## config.mk

```make
export PLATFORM = sky130hd
export DESIGN_NAME = multicycle_ctrl
export DESIGN_NICKNAME = d
export VERILOG_FILES = /design/src/rtl/multicycle_ctrl.sv
export SDC_FILE = /design/constraint.sdc
export NUM_CORES = 1
export LEC_CHECK = 0
export BUFFER_PORTS_ARGS = -buffer_cell sky130_fd_sc_hd__buf_2
export CELL_PAD_IN_SITES_DETAIL_PLACEMENT = 1
export CELL_PAD_IN_SITES_GLOBAL_PLACEMENT = 2
export CORE_ASPECT_RATIO = 2
export CORE_MARGIN = 3
export CORE_UTILIZATION = 27
export DETAILED_ROUTE_END_ITERATION = 7
export PLACE_DENSITY_LB_ADDON = 0.1
export SLEW_MARGIN = 10
export SYNTH_ARGS = -nofsm -noshare
export SYNTH_HDL_FRONTEND = slang
export SYNTH_SLANG_ARGS = --single-unit
```

## constraint.sdc

```tcl
create_clock -name clk -period 2.2 [get_ports clk]
set_input_delay 0.11 -clock clk [delete_from_list [all_inputs] [get_ports clk]]
set_output_delay 0.11 -clock clk [all_outputs]
set_load 0.1 [all_outputs]
```

## src/rtl/multicycle_ctrl.sv

```systemverilog
// Multi-cycle MIPS-subset control FSM: decodes the instruction word from the datapath
// and sequences FETCH/DECODE/EXEC/MEM/WB, driving every datapath control input.
module multicycle_ctrl #(
  parameter int CNT_W = 32
) (
  input  logic             clk,
  input  logic             reset,
  input  logic [31:0]      instr,
  input  logic             mem_ready,
  output logic             ir_en,
  output logic             pc_en,
  output logic [1:0]       regdst,
  output logic             isbeq,
  output logic [3:0]       memtoreg,
  output logic             regwrite,
  output logic             memwrite,
  output logic             alusrc,
  output logic [1:0]       extop,
  output logic [1:0]       cpcop,
  output logic             cpc,
  output logic [1:0]       aluctrl,
  output logic [CNT_W-1:0] instr_cnt
);

  localparam logic [2:0] S_FETCH  = 3'd0;
  localparam logic [2:0] S_DECODE = 3'd1;
  localparam logic [2:0] S_EXEC   = 3'd2;
  localparam logic [2:0] S_MEM    = 3'd3;
  localparam logic [2:0] S_WB     = 3'd4;

  localparam logic [5:0] OP_RTYPE  = 6'h00;
  localparam logic [5:0] OP_JAL    = 6'h03;
  localparam logic [5:0] OP_BEQ    = 6'h04;
  localparam logic [5:0] OP_ORI    = 6'h0D;
  localparam logic [5:0] OP_LUI    = 6'h0F;
  localparam logic [5:0] OP_LW     = 6'h23;
  localparam logic [5:0] OP_SW     = 6'h2B;
  localparam logic [5:0] FN_JR     = 6'h08;
  localparam logic [5:0] FN_ADDU   = 6'h21;
  localparam logic [5:0] FN_SUBU   = 6'h23;

  logic [2:0] state;
  logic [2:0] state_next;
  logic [5:0] op;
  logic [5:0] funct;
  logic       unused_bits;

  logic is_addu, is_subu, is_jr, is_ori, is_lui, is_lw, is_sw, is_beq, is_jal;
  logic is_alu, is_mem, is_known;

  logic ir_en_c, pc_en_c, regwrite_c, memwrite_c, cpc_c;

  assign op          = instr[31:26];
  assign funct       = instr[5:0];
  assign unused_bits = ^instr[25:6];

  assign is_addu  = (op == OP_RTYPE) && (funct == FN_ADDU);
  assign is_subu  = (op == OP_RTYPE) && (funct == FN_SUBU);
  assign is_jr    = (op == OP_RTYPE) && (funct == FN_JR);
  assign is_ori   = (op == OP_ORI);
  assign is_lui   = (op == OP_LUI);
  assign is_lw    = (op == OP_LW);
  assign is_sw    = (op == OP_SW);
  assign is_beq   = (op == OP_BEQ);
  assign is_jal   = (op == OP_JAL);
  assign is_alu   = is_addu | is_subu | is_ori | is_lui;
  assign is_mem   = is_lw | is_sw;
  assign is_known = is_alu | is_mem | is_beq | is_jal | is_jr;

  // Select fields follow the held instruction in every state, but read as idle values while reset is low
  always_comb begin
    regdst   = 2'b00;
    memtoreg = 4'b0001;
    alusrc   = 1'b0;
    extop    = 2'b00;
    aluctrl  = 2'b00;
    cpcop    = 2'b00;
    isbeq    = 1'b0;
    if (reset) begin
      if (is_addu || is_subu) regdst = 2'b01;
      if (is_jal)             regdst = 2'b10;
      if (is_lw)              memtoreg = 4'b0010;
      if (is_lui)             memtoreg = 4'b0100;
      if (is_jal)             memtoreg = 4'b1000;
      if (is_ori || is_lui || is_mem) alusrc = 1'b1;
      if (is_mem || is_beq)   extop = 2'b01;
      if (is_lui)             extop = 2'b10;
      if (is_subu || is_beq)  aluctrl = 2'b01;
      if (is_ori)             aluctrl = 2'b10;
      if (is_beq)             cpcop = 2'b01;
      if (is_jal)             cpcop = 2'b10;
      if (is_jr)              cpcop = 2'b11;
      isbeq = is_beq;
    end
  end

  always_comb begin
    state_next = state;
    ir_en_c    = 1'b0;
    pc_en_c    = 1'b0;
    regwrite_c = 1'b0;
    memwrite_c = 1'b0;
    cpc_c      = 1'b0;
    case (state)
      S_FETCH: begin
        ir_en_c    = 1'b1;
        state_next = S_DECODE;
      end
      S_DECODE: begin
        if (is_known) begin
          state_next = S_EXEC;
        end else begin
          pc_en_c    = 1'b1;
          state_next = S_FETCH;
        end
      end
      S_EXEC: begin
        if (is_mem) begin
          state_next = S_MEM;
        end else if (is_alu) begin
          state_next = S_WB;
        end else if (is_beq || is_jr) begin
          pc_en_c    = 1'b1;
          cpc_c      = 1'b1;
          state_next = S_FETCH;
        end else if (is_jal) begin
          regwrite_c = 1'b1;
          pc_en_c    = 1'b1;
          cpc_c      = 1'b1;
          state_next = S_FETCH;
        end else begin
          pc_en_c    = 1'b1;
          state_next = S_FETCH;
        end
      end
      // A store keeps strobing the memory until it acknowledges, then retires in the same cycle
      S_MEM: begin
        if (is_sw) begin
          memwrite_c = 1'b1;
          if (mem_ready) begin
            pc_en_c    = 1'b1;
            state_next = S_FETCH;
          end
        end else if (is_lw) begin
          if (mem_ready) state_next = S_WB;
        end else begin
          pc_en_c    = 1'b1;
          state_next = S_FETCH;
        end
      end
      S_WB: begin
        regwrite_c = 1'b1;
        pc_en_c    = 1'b1;
        state_next = S_FETCH;
      end
      default: state_next = S_FETCH;
    endcase
  end

  assign ir_en    = reset & ir_en_c;
  assign pc_en    = reset & pc_en_c;
  assign regwrite = reset & regwrite_c;
  assign memwrite = reset & memwrite_c;
  assign cpc      = reset & cpc_c;

  always_ff @(posedge clk or negedge reset) begin
    if (!reset) begin
      state <= S_FETCH;
    end else begin
      state <= state_next;
    end
  end

  // One pc_en pulse per instruction, so counting pulses counts retired instructions
  always_ff @(posedge clk or negedge reset) begin
    if (!reset) begin
      instr_cnt <= '0;
    end else if (pc_en) begin
      instr_cnt <= instr_cnt + CNT_W'(1);
    end
  end

endmodule

```

==> flow_metrics.py, run 1 <==
metrics = {
    "status": {
        "status": "finished clean",
    },
    "synthesis": {
        "synthSimpleGateAreaFrac_pct": 34.42,
        "synthAdderAreaFrac_pct": 0.6017,
        "yosys_register_bits": 35,
        "synth_compound_area_share_pct": 5.897,
        "synth_ff_type": "dfrtp_1",
        "synth_mux_area_share_pct": 0.5415,
        "synthesis.area_um2": 2079,
        "seq_area_frac_synth_pct": 42.12,
        "yosysMostFrequentCell": "dfrtp_1",
        "yosysTopAreaCell": "dfrtp_1",
        "syn_nets": 257,
        "synth_top_family_by_area": "simple AND/OR/NAND/NOR gates",
        "yosysWarningCount": 0,
        "synthCells": 221,
        "ys_top_cells_by_count": "dfrtp_1 (35), nor2_1 (25), nand2_1 (20)",
        "synth_top_area_share_pct": 42.12,
        "synthDistinctLibCells": 46,
        "synthTopCellsByArea": "dfrtp_1 (42%), xnor2_1 (6.7%), xor2_1 (6.3%), nor2_1 (4.5%), nand2_1 (3.6%)",
        "avgSynthCellArea_um2": 9.409,
        "synth-xor-area-share_pct": 13.06,
        "synth-async-reset-ratio_pct": 100.0,
        "synth_enable_flop_cells": 0,
    },
    "setup_path": {
        "reg2reg_to": "instr_cnt[27]",
        "cpMostUsedCell": "buf_12",
        "worst-setup-path-type": "in2out",
        "regToRegSetupSlack_ns": 0.11,
        "critical_path_arrival_ns": 2.03,
        "r2r_start": "instr_cnt[3]",
        "crit_path_end_kind": "primary output",
        "critPathCapture": "pc_en",
        "slowest_delay_ns": 0.58,
        "reg2regPathDepth": 7,
        "cp_slowest_cell": "or4_1",
        "startpoint": "instr[30]",
        "worstPathCellList": "buf_2 -> or4_1 -> nand2b_1 -> o32ai_2 -> o31ai_4 -> buf_4 -> buf_12 -> buf_12",
        "startpoint_type": "input pin",
        "cp.required_ns": 2.09,
        "cp_max_fo": 5,
    },
    "timing": {
        "layout_setup_ws_ns": 0.06382,
        "slew-limit-headroom_pct": 67.36,
        "fmax_mhz": 468.1,
        "finalSetupViolCount": 0,
        "maxSlewViolCount": 0,
        "hold_viol_final": 0,
        "tightest_slew_ns": 0.4896,
        "fin_skew_ns": 0.002398,
        "tns_ns": 0,
        "timing.final.crit_share_pct": 97.10,
        "fin_crit_ns": 2.136,
    },
    "drt": {
        "drc": 0,
        "wirelength_um": 6978,
        "wl_per_cell_um": 16.42,
        "ant_nets": 0,
        "via_count": 2067,
        "drt_iter0_drc": 28,
        "firstDrtPassIters": 4,
        "via_per_inst": 4.864,
    },
    "power": {
        "combPwrFrac_pct": 45.2,
        "p_switching_mw": 1.195,
        "pwr-share-seq_pct": 30.3,
        "pwr-share-clk_pct": 24.6,
        "swShare_pct": 43.57,
        "powerDensity_nw_per_um2": 812.4,
        "ir_drop_uv": 673.4,
        "p_int_mw": 1.548,
        "leakage_nw": 1.467,
    },
    "floorplanning": {
        "start_util_pct": 28.19,
        "die_x_um": 68.06,
        "core_area_um2": 7377,
        "die-area_um2": 8855,
        "pin_count": 86,
        "die_h_um": 130.1,
        "fp-row-count": 44,
    },
    "cts": {
        "cts_buffer_depth": 2,
        "cts_sinks": 35,
        "clk_pin_slew_worst_paths_ns": 0.05,
        "cts_tree": "done",
        "clk_latency_ns": 0.28,
        "cts_inserted_buffers": 5,
        "root_buffer": "clkbuf_16",
        "htreeDepth": 2,
    },
    "global_routing": {
        "grt-ovfl-total": 0,
        "grt_pass1_vias": 2178,
        "track_usage_pct": 17.02,
        "grt_max_degree": 40,
        "grt_pass1_wl_um": 11160,
        "antenna_found_initial": 0,
    },
    "layout": {
        "antenna_cells": 0,
        "design_area_um2": 3377,
        "nFillCells": 868,
        "nets": 368,
        "area_delta_synth_final_pct": 62.39,
        "drive_above_1_share_pct": 50.75,
    },
    "placed_design": {
        "place.port_buffers": 65,
        "gp_congestion": 0.7764,
        "dp_slack_ns": -0.2623,
        "hpwl_um": 5583,
        "placed_cell_area_um2": 3123,
    },
    "worst_hold_path": {
        "hold_path_class": "in2async",
    },
    "flow_run": {
        "maxCapViolations": 0,
    },
}
-- routing by layer --
metal  track usage [%]  part of all wire (%)  vias up
met5                 0                     0        -
met3             2.498                   3.6        7
li1                  -                     -      997
met2             33.45                    61       49
met4             5.979                   1.6        0
met1             17.09                    34     1014
-- flip-flops by register name, indices dropped and copies added, names as in the netlist --
signal / cells
instr_cnt: 32
state: 3
-- critical path, delay by kind of cell --
family / cells / cell delay (ns)
AND/OR/NAND/NOR: 2 / 0.82
buffers and inverters: 4 / 0.55
AO/OA/AOI/OAI: 2 / 0.53
-- final cells by class --
type,count,area (um2),share of cell area [%]
clock buffers,7,132.6,3.927
clock inverters,1,5.005,0.1482
inverters,8,30.03,0.8892
multi-input cells,171,1282,37.98
flip-flops and latches,35,935.9,27.71
well taps,92,115.1,3.409
repair buffers,111,875.8,25.94
-- power groups by stage --
stage	clock network [mW]	logic [mW]	registers, mW
after floorplan	0	0.333	1.29
after global placement	0	1.16	0.839
after detailed placement	0	1.16	0.843
after CTS	0.702	1.22	0.832
after global routing	0.731	1.31	0.846
final	0.674	1.24	0.830
-- cell usage in the layout, fill, tap and decap left out, types with 6 or more instances in the layout --
| cell | n |
|---|---|
| buf_2 | 54 |
| buf_4 | 42 |
| nor2_1 | 20 |
| nand2_1 | 20 |
| xnor2_1 | 16 |
| xor2_1 | 15 |
| dfrtp_1 | 15 |
| dfrtp_4 | 14 |
| buf_12 | 14 |
| nand3_1 | 12 |
| nand2b_1 | 8 |
| and3_1 | 8 |
| inv_1 | 7 |
| nor3_2 | 7 |
| nand4_1 | 7 |
| dfrtp_2 | 6 |
-- logic make-up (layout without fill, tap and decap cells) --
family | count (synthesis) | after routing
buffers and inverters | 15 | 127
flip-flops | 35 | 35
XOR/XNOR | 31 | 31
adder cells (fa/ha/maj) | 1 | 1
AND/OR/NAND/NOR | 122 | 122
AO/OA/AOI/OAI | 16 | 16
multiplexers | 1 | 1
-- per-stage QoR --
stage,total power [mW],utilization [%],instances,hold WS (ns)
4_1_cts,2.753,44.93,423,0.09267
3_3_place_gp,1.998,42.33,411,0.06830
2_1_floorplan,1.624,-,221,-0.1856
3_5_place_dp,2.006,42.33,411,0.06192
6_report,2.743,45.78,425,0.06260
5_1_grt,2.884,45.78,425,0.1263
-- worst min-delay path by stage --
stage                from             to  slack, ns  cells after the start
finish              reset       state[0]       0.06                      3
global route        reset  instr_cnt[31]       0.13                      3
CTS                 reset  instr_cnt[31]       0.09                      3
detailed placement  reset  instr_cnt[30]       0.06                      2
global placement    reset  instr_cnt[30]       0.07                      2
floorplan           reset  instr_cnt[14]      -0.19                      0
-- timing repair --
item | CTS | global route
pin swaps | 2 | 2
gates resized for setup | 1 | 8
endpoints found under the setup margin | 20 | 8
setup buffers | 3 | 2
hold endpoints to repair | 2 | 0
hold buffers | 1 | 0
Power figures use the tool's default switching activity.
==> run 2: changes to the inputs <==
Settings changed: REMOVE_ABC_BUFFERS from default to 1.
==> flow_metrics.py, run 2 (synthesis results as in run 1) <==
metrics = {
    "status": {
        "status": "finished clean",
    },
    "layout": {
        "post-route-util_pct": 42.79,
        "antenna_cells": 0,
        "area_delta_synth_final_pct": 51.81,
        "largest_reg_flops": 32,
        "top_regs": "instr_cnt (32), state (3)",
        "nFillCells": 922,
        "drive_above_1_share_pct": 41.76,
        "final_common_cell": "buf_2",
        "nets": 375,
        "layout_common_cells": "buf_2 (59), buf_4 (51), dfrtp_1 (35), nor2_1 (23), nand2_1 (20)",
        "top_register": "instr_cnt",
    },
    "global_routing": {
        "grt-ovfl-total": 0,
        "grt_max_degree": 41,
        "grt_pass1_wl_um": 11670,
        "grt_pass1_vias": 2268,
        "antenna_found_initial": 0,
        "track_usage_pct": 17.96,
    },
    "drt": {
        "via_per_inst": 4.861,
        "via_count": 2100,
        "drc": 0,
        "ant_nets": 0,
        "firstDrtPassIters": 4,
        "drt_iter0_drc": 49,
        "wl_per_cell_um": 16.79,
        "wirelength_um": 7254,
    },
    "setup_path": {
        "cp.required_ns": 2.09,
        "crit_path_end_kind": "primary output",
        "startpoint_type": "input pin",
        "cp_max_fo": 4,
        "critical_path_arrival_ns": 2.02,
        "worst-setup-path-type": "in2out",
    },
    "flow_run": {
        "maxCapViolations": 0,
    },
    "timing": {
        "slew-limit-headroom_pct": 63.17,
        "fmax_mhz": 470.5,
        "fin_skew_ns": 0.002487,
        "finalSetupViolCount": 0,
        "timing.final.crit_share_pct": 96.61,
        "tightest_slew_ns": 0.5474,
        "fin_crit_ns": 2.125,
        "hold_viol_final": 0,
        "hold_ws_ns": 0.08613,
        "rsz0062_at_grt": "no",
        "maxSlewViolCount": 0,
    },
    "cts": {
        "cts_inserted_buffers": 5,
        "cts_sinks": 35,
        "clk_latency_ns": 0.28,
        "htreeDepth": 2,
        "root_buffer": "clkbuf_16",
        "clk_pin_slew_worst_paths_ns": 0.05,
        "cts_tree": "done",
        "cts_buffer_depth": 2,
    },
    "power": {
        "ir_drop_uv": 807.0,
        "powerDensity_nw_per_um2": 856.7,
        "leakage_nw": 1.481,
        "power_mw": 2.704,
    },
    "worst_hold_path": {
        "hold_path_class": "in2async",
    },
    "floorplanning": {
        "die_x_um": 68.06,
        "core_area_um2": 7377,
        "die-area_um2": 8855,
        "pin_count": 86,
        "start_util_pct": 28.19,
        "fp-row-count": 44,
        "die_h_um": 130.1,
    },
    "placed_design": {
        "place.port_buffers": 65,
        "hpwl_um": 5853,
        "gp_congestion": 0.7746,
    },
}
## run 2: changes by cell type in the layout (fill, tap and decap cells not counted), moves of 2 or more
cell / delta
buf_12: -7
buf_2: +5
buf_4: +9
dfrtp_1: +20
dfrtp_2: -6
dfrtp_4: -14
nor2_1: +3
nor2_2: -2
nor3_1: +5
nor3_2: -4
nor4_1: +2
## run 2: per-layer routing
metal | track usage (%) | share of wire (%)
met1 | 18.30 | 34
met2 | 34.30 | 60
met3 | 2.412 | 3.6
met4 | 8.089 | 2.8
met5 | 0 | 0
## run 2: power breakdown
part           internal, mW  leakage, nW  switching, mW
clock network         0.418       0.0679          0.266
logic                 0.362        0.969          0.878
registers             0.718        0.444         0.0625
total                  1.50         1.48           1.21
## run 2: path summary, 6_finish.rpt
kind | cells after the start | slack, ns | from | to
setup / recovery | 8 | 0.07 | instr[30] | pc_en
hold / removal | 3 | 0.09 | reset | instr_cnt[4]
setup reg to reg | 7 | 0.08 | state[0] | instr_cnt[23]
hold reg to reg | 1 | 0.47 | instr_cnt[31] | instr_cnt[31]
max in group asynchronous | 3 | 1.77 | reset | instr_cnt[30]
min in group clk | 3 | 0.19 | mem_ready | state[0]
## run 2: through the flow
stage	std cells	instance area, um2	setup TNS (ns)	setup WS (ns)
2_1_floorplan	214	2039	-65.82	-2.792
6_report	432	3157	0	0.07456
4_1_cts	430	3127	0	0.01102
5_1_grt	432	3157	0	0.001469
3_5_place_dp	419	2948	-2.769	-0.1834
3_3_place_gp	419	2948	-1.937	-0.1354
## run 2: final cells by class
cell class                      count  area (um2)  share of cell area, %
Clock inverter                      1       5.005                 0.1585
Sequential cell                    35       875.8                  27.74
Tap cell                           92       115.1                  3.646
Inverter                            8       30.03                 0.9512
Multi-Input combinational cell    171        1170                  37.06
Clock buffer                        7       132.6                  4.201
Timing Repair Buffer              118       828.3                  26.24
## run 2: repair_timing
| item | CTS | global route |
|---|---|---|
| pin swaps | 1 | 2 |
| setup buffers | 2 | 2 |
| gates resized for setup | 2 | 4 |
| endpoints found under the setup margin | 18 | 12 |
| endpoints found under the hold margin | 1 | 0 |
| hold buffers | 1 | 0 |
## run 2: critical path, cell delays in order
cell and delay, ns:
buf_2 0.10, or4_1 0.55, buf_4 0.16, nand2b_1 0.17
o32ai_2 0.46, o31ai_4 0.12, buf_4 0.17, buf_12 0.16
==> run 3: changes to the inputs <==
Settings changed: SETUP_SLACK_MARGIN from default to 0.5.
==> flow_metrics.py, run 3 (synthesis results as in run 1) <==
metrics = {
    "placed_design": {
        "gp_congestion": 0.7746,
        "dpl.cell_count": 419,
        "placed_cell_area_um2": 2948,
        "hpwl_um": 5853,
        "dp_slack_ns": -0.1834,
        "place.port_buffers": 65,
    },
    "drt": {
        "drt_iter0_drc": 34,
        "wl_per_cell_um": 17.52,
        "drc": 0,
        "wirelength_um": 7692,
        "ant_nets": 0,
        "firstDrtPassIters": 4,
        "via_per_inst": 4.920,
        "via_count": 2160,
    },
    "timing": {
        "rsz0062_at_grt": "yes",
        "layout_setup_ws_ns": 0.1285,
        "fin_crit_ns": 2.072,
        "timing.final.crit_share_pct": 94.16,
        "fmax_mhz": 482.7,
        "fin_skew_ns": 0.002241,
        "hold_viol_final": 0,
        "tightest_slew_ns": 0.5652,
        "slew-limit-headroom_pct": 61.98,
        "finalSetupViolCount": 0,
        "maxSlewViolCount": 0,
    },
    "layout": {
        "nets": 382,
        "top_regs": "instr_cnt (32), state (3)",
        "final_common_cell": "buf_4",
        "drive_above_1_share_pct": 54.76,
        "nFillCells": 876,
        "fin_cells": 439,
        "top_register": "instr_cnt",
        "largest_reg_flops": 32,
        "layout_common_cells": "buf_4 (49), buf_2 (45), dfrtp_1 (35), buf_6 (20), nand2_1 (17)",
        "area_delta_synth_final_pct": 76.71,
        "antenna_cells": 0,
        "design_area_um2": 3675,
    },
    "cts": {
        "cts_sinks": 35,
        "clk_pin_slew_worst_paths_ns": 0.05,
        "cts_inserted_buffers": 5,
        "cts_buffer_depth": 2,
        "htreeDepth": 2,
        "clk_latency_ns": 0.28,
        "root_buffer": "clkbuf_16",
        "cts_tree": "done",
    },
    "global_routing": {
        "grt_pass1_wl_um": 12140,
        "antenna_found_initial": 0,
        "grt_max_degree": 41,
        "grt-ovfl-total": 0,
        "grt_pass1_vias": 2375,
        "track_usage_pct": 18.70,
    },
    "setup_path": {
        "cp_max_fo": 7,
        "worst-setup-path-type": "reg2reg",
        "crit_path_end_kind": "flip-flop",
        "critical_path_arrival_ns": 2.28,
        "startpoint_type": "flip-flop",
        "cp.required_ns": 2.41,
    },
    "floorplanning": {
        "core_area_um2": 7377,
        "fp-row-count": 44,
        "pin_count": 86,
        "die_x_um": 68.06,
        "die_h_um": 130.1,
        "die-area_um2": 8855,
        "start_util_pct": 28.19,
    },
    "power": {
        "power_mw": 2.898,
        "powerDensity_nw_per_um2": 788.7,
        "leakage_nw": 1.712,
        "ir_drop_uv": 817.2,
    },
    "status": {
        "status": "finished clean",
    },
    "flow_run": {
        "maxCapViolations": 0,
    },
    "worst_hold_path": {
        "hold_path_class": "in2async",
    },
}
-- run 3: changes by cell type in the layout (fill, tap and decap cells not counted), moves of 5 or more --
cell	previous run	this run
nor3_4	0	5
buf_2	59	45
buf_6	0	20
nor3_1	10	4
nor2_4	0	7
nor2_1	23	14
-- run 3: per-stage QoR --
step                      hold slack, ns  util (%)  TNS (ns)
after floorplan                  -0.1856         -    -65.82
after global placement           0.07574     39.96    -1.937
after detailed placement         0.07522     39.96    -2.769
after CTS                         0.1196     45.91         0
after global routing             0.07416     49.81         0
final                            0.02801     49.81         0
-- run 3: cell type report --
type                       instances  area [um2]  area share [%]
multi-input combinational        171        1516           41.27
timing repair buffer             125       997.2           27.14
sequential                        35       875.8           23.83
clock buffer                       7       132.6           3.609
tap                               92       115.1           3.132
inverter                           8       32.53          0.8853
clock inverter                     1       5.005          0.1362
-- run 3: worst max-delay path, stage by stage, from the launching register on --
cell	delay, ns
dfrtp_1	0.39
or3_4	0.41
or4_4	0.49
o22a_4	0.25
buf_12	0.15
nor3_4	0.15
xor2_1	0.15
-- run 3: power by group --
group,switching (mW),internal (mW)
clock,0.271,0.419
sequential,0.0608,0.718
combinational,0.962,0.467
-- run 3: path summary, 6_finish.rpt --
kind / start / end / slack [ns] / cells past startpoint
worst max-delay path: state[2] / instr_cnt[21] / 0.13 / 6
worst min-delay path: reset / state[0] / 0.03 / 3
worst max register to register: state[2] / instr_cnt[21] / 0.13 / 6
worst min register to register: instr_cnt[31] / instr_cnt[31] / 0.47 / 1
max in group asynchronous: reset / state[2] / 1.78 / 3
min in group clk: mem_ready / state[0] / 0.19 / 3
-- run 3: metal layers --
metal	wire length, um	GRT usage, %	share of wire [%]	vias up
met3	220	2.326	2.9	9
met2	4803	36.80	62	55
li1	-	-	-	1021
met1	2492	18.12	32	1075
met5	0	0	0	-
met4	176	8.441	2.3	0
-- run 3: repair_timing --
action / 4_1_cts / 5_1_grt
buffers inserted: 7 / 4
setup endpoints to repair: 49 / 49
hold endpoints to repair: 1 / 0
hold buffers: 1 / 0
gates resized for setup: 55 / 50
pin swaps: 12 / 21
